===== config.mk =====
export PLATFORM = sky130hd
export DESIGN_NAME = mem_wb_stage
export DESIGN_NICKNAME = d
export VERILOG_FILES = /design/src/rtl/rvx_pkg.sv /design/src/rtl/mem_wb_stage_load_extend.sv /design/src/rtl/mem_wb_stage.sv
export SDC_FILE = /design/constraint.sdc
export NUM_CORES = 1
export LEC_CHECK = 0
export ABC_CLOCK_PERIOD_IN_PS = 2550
export BUFFER_PORTS_ARGS = -buffer_cell sky130_fd_sc_hd__buf_4
export CAP_MARGIN = 25
export CORE_MARGIN = 3
export CORE_UTILIZATION = 48
export CTS_CLUSTER_SIZE = 8
export DETAILED_ROUTE_END_ITERATION = 12
export PLACE_DENSITY_LB_ADDON = 0.08
export SLEW_MARGIN = 20
export SYNTH_ARGS = -nofsm -noshare
export SYNTH_HDL_FRONTEND = slang
export SYNTH_SLANG_ARGS = --single-unit

===== constraint.sdc =====
create_clock -name clk -period 2.55 [get_ports clk]
set_clock_uncertainty 0.2 [all_clocks]
set_input_delay 0.255 -clock clk [delete_from_list [all_inputs] [get_ports clk]]
set_output_delay 0.255 -clock clk [all_outputs]
set_load 0.02 [all_outputs]

===== src/rtl/rvx_pkg.sv =====
// Shared RVX10-P definitions: writeback result-source encoding, load funct3 codes
// and the layout of the MEM/WB pipeline register.
package rvx_pkg;

    typedef enum logic [1:0] {
        RES_ALU = 2'b00,
        RES_MEM = 2'b01,
        RES_PC4 = 2'b10
    } result_src_e;

    localparam logic [2:0] F3_LB  = 3'b000;
    localparam logic [2:0] F3_LH  = 3'b001;
    localparam logic [2:0] F3_LW  = 3'b010;
    localparam logic [2:0] F3_LBU = 3'b100;
    localparam logic [2:0] F3_LHU = 3'b101;

    typedef struct packed {
        logic        valid;
        logic        reg_write;
        logic [1:0]  result_src;
        logic [2:0]  funct3;
        logic [31:0] alu_result;
        logic [31:0] read_data;
        logic [31:0] pc_plus4;
        logic [4:0]  rd;
    } wb_reg_t;

endpackage


===== src/rtl/mem_wb_stage_load_extend.sv =====
// Extracts a byte/halfword/word from an aligned memory word and sign- or
// zero-extends it according to the load funct3.
module load_extend
    import rvx_pkg::*;
(
    input  logic [2:0]  funct3,
    input  logic [1:0]  off,
    input  logic [31:0] word,
    output logic [31:0] value
);

    logic signed [7:0]  byte_s;
    logic signed [15:0] half_s;

    always_comb begin
        case (off)
            2'd0:    byte_s = word[7:0];
            2'd1:    byte_s = word[15:8];
            2'd2:    byte_s = word[23:16];
            default: byte_s = word[31:24];
        endcase
        // Halfword loads ignore off[0]; misaligned halfwords are a separate unit's job.
        half_s = off[1] ? word[31:16] : word[15:0];

        case (funct3)
            F3_LB:   value = 32'(byte_s);
            F3_LBU:  value = {24'd0, byte_s};
            F3_LH:   value = 32'(half_s);
            F3_LHU:  value = {16'd0, half_s};
            default: value = word;
        endcase
    end

endmodule


===== src/rtl/mem_wb_stage.sv =====
// MEM/WB pipeline register and writeback mux of the RVX10-P core, with the
// 64-bit retired-instruction counter.
module mem_wb_stage
    import rvx_pkg::*;
#(
    parameter int XLEN = 32
) (
    input  logic            clk,
    input  logic            reset,
    input  logic            stall_w,
    input  logic            flush_w,
    input  logic            valid_m,
    input  logic            reg_write_m,
    input  logic [1:0]      result_src_m,
    input  logic [2:0]      funct3_m,
    input  logic [XLEN-1:0] alu_result_m,
    input  logic [XLEN-1:0] read_data_m,
    input  logic [XLEN-1:0] pc_plus4_m,
    input  logic [4:0]      rd_m,
    output logic            reg_write_w,
    output logic [4:0]      rd_w,
    output logic [XLEN-1:0] result_w,
    output logic            valid_w,
    output logic [63:0]     instret
);

    wb_reg_t     w_q;
    logic [31:0] load_val;

    always_ff @(posedge clk) begin
        if (reset || flush_w) begin
            w_q <= '0;
        end else if (!stall_w) begin
            w_q.valid      <= valid_m;
            w_q.reg_write  <= reg_write_m;
            w_q.result_src <= result_src_m;
            w_q.funct3     <= funct3_m;
            w_q.alu_result <= alu_result_m;
            w_q.read_data  <= read_data_m;
            w_q.pc_plus4   <= pc_plus4_m;
            w_q.rd         <= rd_m;
        end
    end

    // The instruction in W retires when it leaves: replaced by a new one or flushed.
    always_ff @(posedge clk) begin
        if (reset) begin
            instret <= '0;
        end else if (w_q.valid && (flush_w || !stall_w)) begin
            instret <= instret + 64'd1;
        end
    end

    load_extend u_load_extend (
        .funct3 (w_q.funct3),
        .off    (w_q.alu_result[1:0]),
        .word   (w_q.read_data),
        .value  (load_val)
    );

    always_comb begin
        case (w_q.result_src)
            RES_MEM: result_w = load_val;
            RES_PC4: result_w = w_q.pc_plus4;
            default: result_w = w_q.alu_result;
        endcase
    end

    assign reg_write_w = w_q.valid & w_q.reg_write;
    assign rd_w        = w_q.rd;
    assign valid_w     = w_q.valid;

endmodule


==> results.tsv, run 1 <==
metric	value	unit
remaining_design_rule_violation_count	0	
cts_inserted_buffers	17	
worst_hold_startpoint	stall_w	
post_drt_via_cell_ratio	5.48	
cts_htree_levels	4	
delay_heaviest_family_cp	multiplexers	
grt_antenna_before_repair	2	
cell_chain_of_the_critical_path	mux2_4 > mux2i_2 > a21boi_2 > buf_6 > a221oi_4 > a21oi_2 > buf_4	
crit_arrival	2060	ps
num_io_pins	215	
ys_async_rst_share	0	%
worst_setup_path_start_kind	flop	
cellPowerDensity	508	nW/um2
slew_viol_final	0	
grt_start_max_net_pins	109	
die_x	136	um
critical_path.max_fanout	8	
critical_path_required	2100	ps
synth.top_cells.by_area	dfxtp_1 43%, mux2i_1 14%, nor2_1 7.2%	
number_of_enable_type_register_cells_in_the_synthesized_netlist	0	
layout_worst_path_cycle_share	98.8	%
min_period	2520	ps
dieArea	18400	um2
vias	8196	
setup_viol_count_final	0	
cts-root-buf	clkbuf_16	
crit-reg2reg-launch	instret[17]	
achievable_frequency	397	MHz
run_status	completed	
critical_path_buf_inv_count	2	
synth_most_common_cell	dfxtp_1	
netlist.area_leader.share	42.6	%
detailedRoute.firstIterationViolations	538	
core-area	16200	um2
groute.usage.overall	26.5	%
place.port_buffers	214	
synthCells	939	
clk_pin_slew	60	ps
initial_core_util	50.0	%
area_delta_synth_final	48.0	%
drive_above_1_share	27.1	%
synthesis_stage_register_bit_count	172	
route.layer.met1.wl	10.2	mm
synthTopCellsByCount	172 x dfxtp_1, 155 x nor2_1, 116 x mux2i_1	
numClockSinks	172	
worst_ir_drop_vdd	463	uV
cts_tree	yes	
postRouteWirelength	25.2	mm
holdWs	147	ps
yosys_most_used_dff	dfxtp_1	
synth_area_per_cell	8.60	um2
clk-insertion-delay-late	430	ps
row_count	46	
p_leak	0.00496	uW
synth_seq_area_share	42.6	%
timing_worst_setup_path_type	flop to output port	
stdcell_count	1496	
hp-class	input port to flop	
number_of_global_route_vias_before_repair	8003	
route.met3.wl	1.25	mm
placed_cells_incl_taps	1351	
clock_tree.buffer_depth	2	
whs_path_depth	4	
maximum_capacitance_violations	0	
synthesis.yosys.warnings	0	
fin_nets	1380	
syn-num-nets	1054	
antenna_nets_post_route	0	
synth.lib_cells_used.distinct	38	
dp_hpwl	16.7	mm
rsz0062_at_grt	true	
globalRoute.totalOverflow	0	
timing_worst_slew_pin_value	885	ps
r2r-end	instret[62]	
finalWeightedCongestion	0.860	
maxUsedRoutingLayer	met4	
slowest_stage	dfxtp_4	
reg2regPathDepth	5	
grt_first_pass_wirelength	39.4	mm
timing.max_slew.rel_slack	41.0	%
critPathCaptureType	output port	
synth_area	8080	um2
drt_pass1_iterations	4	
yosysTopAreaCell	dfxtp_1	
reg2reg_setup_slack	110	ps
fp.dieH	136	um
routedWlPerCell	16.9	um
min_to	instret[1]	
finalHoldViolations	0	
slowest_delay	380	ps
detailroute.wirelength.met2	13.0	mm
==> how the worst max path moves through the flow <==
stage	start	to	slack (ps)	depth (start not counted)
3_3_place_gp	w_q[70]	result_w[9]	-40	6
6_report	w_q[70]	result_w[31]	30	7
2_1_floorplan	instret[12]	instret[62]	1	5
5_1_grt	w_q[70]	result_w[25]	-70	7
3_5_place_dp	w_q[70]	result_w[9]	-60	6
4_1_cts	w_q[70]	result_w[26]	-10	7
==> area by class of cell <==
cell class	count	area (um2)
multi-input combinational	672	4440
fill	1193	4220
sequential	172	3460
timing repair buffer	371	3100
clock buffer	23	468
tap	216	270
inverter	31	120
clock inverter	9	87.6
antenna	2	5.00
==> through the flow <==
step / setup slack [ps] / instance area [um2] / utilization (%) / setup TNS (ps) / power, uW
after detailed placement: -59.4 / 10100 / 62.3 / -187 / 3470
after CTS: -11.8 / 11800 / 73.0 / -45.6 / 6080
after global placement: -44.0 / 10100 / 62.3 / -111 / 3470
after floorplan: 1.03 / 8090 / - / 0 / 3190
final: 30.2 / 12000 / 73.9 / 0 / 6070
after global routing: -74.4 / 12000 / 73.9 / -662 / 6280
==> metal layers <==
metal / up-vias / global-route usage (%)
li1: 4026 / -
met1: 3891 / 31.1
met2: 217 / 47.1
met5: - / 0
met4: 0 / 11.2
met3: 62 / 5.01
==> report_power, final <==
group          internal, uW  switching [uW]
combinational           430             372
sequential             2740            45.9
clock                  1400            1080
==> cells in the final DEF (no fill, tap or decap), drive strengths merged, types with 14 or more instances in the layout <==
cell type | synthesis | layout
clkbuf | 47 | 23
nor2 | 155 | 155
nand4 | 23 | 23
inv | 31 | 31
nand2 | 49 | 49
or4 | 17 | 17
o21ai | 27 | 27
dfxtp | 172 | 172
nand3 | 25 | 25
xnor2 | 15 | 15
or3 | 20 | 20
a221oi | 17 | 17
o31ai | 16 | 16
mux2i | 116 | 116
buf | 17 | 263
nor3 | 14 | 14
a21oi | 65 | 65
dlygate4sd3 | 0 | 108
nor4 | 16 | 16
a21o | 16 | 16
==> timing repair <==
item                       CTS  global route
gates cloned                 0             1
gates resized for setup     16            28
hold buffers               108             0
setup buffers                1             1
setup endpoints to repair   30            38
hold endpoints to repair   108             0
pin swaps                    0             8
==> state kept, by name (all words and copies together) (netlist names) <==
name / flops
rd_w: 5
instret: 64
w_q: 102
valid_w: 1
==> cell families after synthesis <==
family | Yosys count | synth area share, %
AOI/OAI and AO/OA | 171 | 13.4
DFF | 172 | 42.6
xor gates and xnor gates | 22 | 2.39
adders and majority gates | 3 | 0.465
muxes | 123 | 15.3
buffers and inverters | 95 | 4.66
and+or+nand+nor | 353 | 21.1
==> worst min-delay path, delay by kind of cell <==
family | cells | cell delay, ps
buffers and inverters | 1 | 80
AND/OR/NAND/NOR | 2 | 310
AO/OA/AOI/OAI | 1 | 70
Note: power is estimated with default switching activity, not from simulation.
==> inputs of run 2 (changes only) <==
ABC_CLOCK_PERIOD_IN_PS = 2700   (was 2550)
CORE_UTILIZATION = 53   (was 48)
clock period = 2.7 ns   (was 2.55 ns; I/O delays follow)
==> results.tsv, run 2 (synthesis results as in run 1) <==
metric	value	unit	change
achievable_frequency	380	MHz	
critical_path.max_fanout	21		+13
dieArea	16800	um2	-9.0%
area_delta_synth_final	44.8	%	
placedInstanceArea	9910	um2	-1.7%
numClockSinks	172		unchanged
timing.max_slew.rel_slack	44.9	%	+3.9 points
post_drt_via_cell_ratio	5.78		+5.4%
switching_power	1450	uW	-3.4%
largest_register_ff_count	102		unchanged
critical_path_buf_inv_count	3		+1
cts_tree	yes		
power.share.sequential	45.4	%	-0.5 points
remaining_design_rule_violation_count	0		unchanged
num_io_pins	215		unchanged
core-area	14700	um2	-9.1%
hp-class	input port to flop		
crit_arrival	2160	ps	+100 ps
worst_setup_path_start_kind	flop		
finalHoldViolations	0		unchanged
cts_inserted_buffers	17		unchanged
worst_ir_drop_vdd	483	uV	+4.3%
min_period	2630	ps	
slowest_stage	ha_2		
grt_first_pass_wirelength	39.7	mm	+0.79%
finalWeightedCongestion	0.904		+5.1%
drive_above_1_share	24.8	%	-2.3 points
groute.usage.overall	29.7	%	+3.2 points
die_x	129	um	-4.6%
postLayoutCellArea	11700	um2	-2.2%
row_count	44		-4.3%
slew_viol_final	0		unchanged
report.power.total	5800	uW	-4.5%
power.internal	4350	uW	-4.9%
cts_htree_levels	4		unchanged
globalRoute.totalOverflow	0		unchanged
clock_tree.buffer_depth	2		unchanged
critical_path_required	2230	ps	+130 ps
setup_viol_count_final	0		unchanged
p_leak	0.00483	uW	-2.6%
clk_pin_slew	60	ps	about the same
fp.dieH	129	um	-4.6%
mostFrequentLayoutCell	buf_4		
fillCellCount	965		-19%
rsz0062_at_grt	true		
place.port_buffers	214		unchanged
slowest_delay	570	ps	+190 ps
number_of_global_route_vias_before_repair	7897		-1.3%
delay_heaviest_family_cp	adder cells		
initial_core_util	55.0	%	+5.0 points
timing_worst_setup_path_type	flop to output port		
timing_worst_slew_pin_value	826	ps	-58.4 ps
maximum_capacitance_violations	0		unchanged
antenna_nets_post_route	0		unchanged
combinationalPowerShare	13.1	%	about the same
layout_worst_path_cycle_share	97.4	%	
detailedRoute.firstIterationViolations	565		+5.0%
clk-insertion-delay-late	430	ps	about the same
switching_portion_of_total_power	25.0	%	+0.30 points
largest-register	w_q		
grt_start_max_net_pins	109		unchanged
cell_chain_of_the_critical_path	inv_1 > ha_2 > buf_4 > nand2_1 > a31oi_1 > buf_4		
drt_pass1_iterations	5		+1
clock_power_share	41.5	%	+0.6 points
fin_nets	1361		-1.4%
run_status	completed		
vias	8345		+1.8%
dp_hpwl	15.9	mm	-5.0%
cellPowerDensity	496	nW/um2	-2.4%
cts-root-buf	clkbuf_16		
grt_antenna_before_repair	0		-2
most-common-layout-cells	239 x buf_4, 171 x dfxtp_1, 154 x nor2_1, 116 x mux2i_1, 108 x dlygate4sd3_1		
routedWlPerCell	17.9	um	+6.2%
postRouteWirelength	25.9	mm	+2.6%
critPathCaptureType	output port		
critical-path-top-cell-by-count	buf_4		
reg2reg_setup_slack	150	ps	+40 ps
run 2: changes by cell type in the layout (fill, tap and decap cells not counted), moves of 4 or more:
cell,previous run,this run
buf_4,256,239
dfxtp_1,162,171
dfxtp_2,8,1
a221oi_1,2,8
a221oi_2,14,8
clkbuf_1,4,0
run 2: path summary, 6_finish.rpt:
check	start	endpoint	depth (start not counted)
setup / recovery	w_q[104]	result_w[3]	6
hold / removal	stall_w	instret[1]	4
setup reg to reg	instret[19]	instret[62]	5
hold reg to reg	w_q[82]	w_q[82]	2
run 2: what timing repair did:
action,4_1_cts,5_1_grt
buffers inserted,1,0
gates cloned,0,0
hold buffers,108,0
resized for setup,5,19
setup endpoints to repair,10,37
endpoints found under the hold margin,108,0
run 2: layout make-up:
| cell class | count | area [um2] | share of cell area (%) |
|---|---|---|---|
| sequential | 172 | 3440 | 29.5 |
| timing repair buffer | 352 | 2960 | 25.3 |
| antenna | 2 | 5.00 | 0.0428 |
| tap | 184 | 230 | 1.97 |
| inverter | 31 | 120 | 1.03 |
| multi-input combinational | 672 | 4370 | 37.3 |
| clock buffer | 17 | 425 | 3.64 |
| clock inverter | 15 | 146 | 1.25 |
run 2: metrics by stage:
step | setup slack, ps | hold WS (ps) | cells | utilization (%) | setup TNS (ps)
floorplan | 79.6 | 214 | 939 | - | 0
global placement | 124 | 270 | 1302 | 67.4 | 0
detailed placement | 149 | 285 | 1302 | 67.4 | 0
CTS | 10.0 | 126 | 1443 | 78.8 | 0
global route | -59.4 | 174 | 1443 | 79.5 | -232
finish | 70.9 | 145 | 1445 | 79.6 | 0
run 2: metal layers:
| layer | wire [um] | vias up | share of wire [%] | global-route usage (%) |
|---|---|---|---|---|
| li1 | - | 3983 | - | - |
| met1 | 10100 | 3959 | 39 | 34.8 |
| met2 | 13400 | 332 | 52 | 53.0 |
| met3 | 1570 | 71 | 6.1 | 6.60 |
| met4 | 801 | 0 | 3.1 | 11.4 |
| met5 | 0 | - | 0 | 0 |
run 2: power groups by stage:
stage / logic, uW / registers (uW) / clock network (uW)
detailed placement: 589 / 2680 / 0
global route: 808 / 2640 / 2520
finish: 760 / 2630 / 2400
CTS: 724 / 2630 / 2430
global placement: 585 / 2680 / 0
floorplan: 342 / 2670 / 0
run 2: worst min-delay path: stages:
cell	delay [ps]
buf_6	80
nand2b_1	170
nand3_1	140
a21oi_1	60
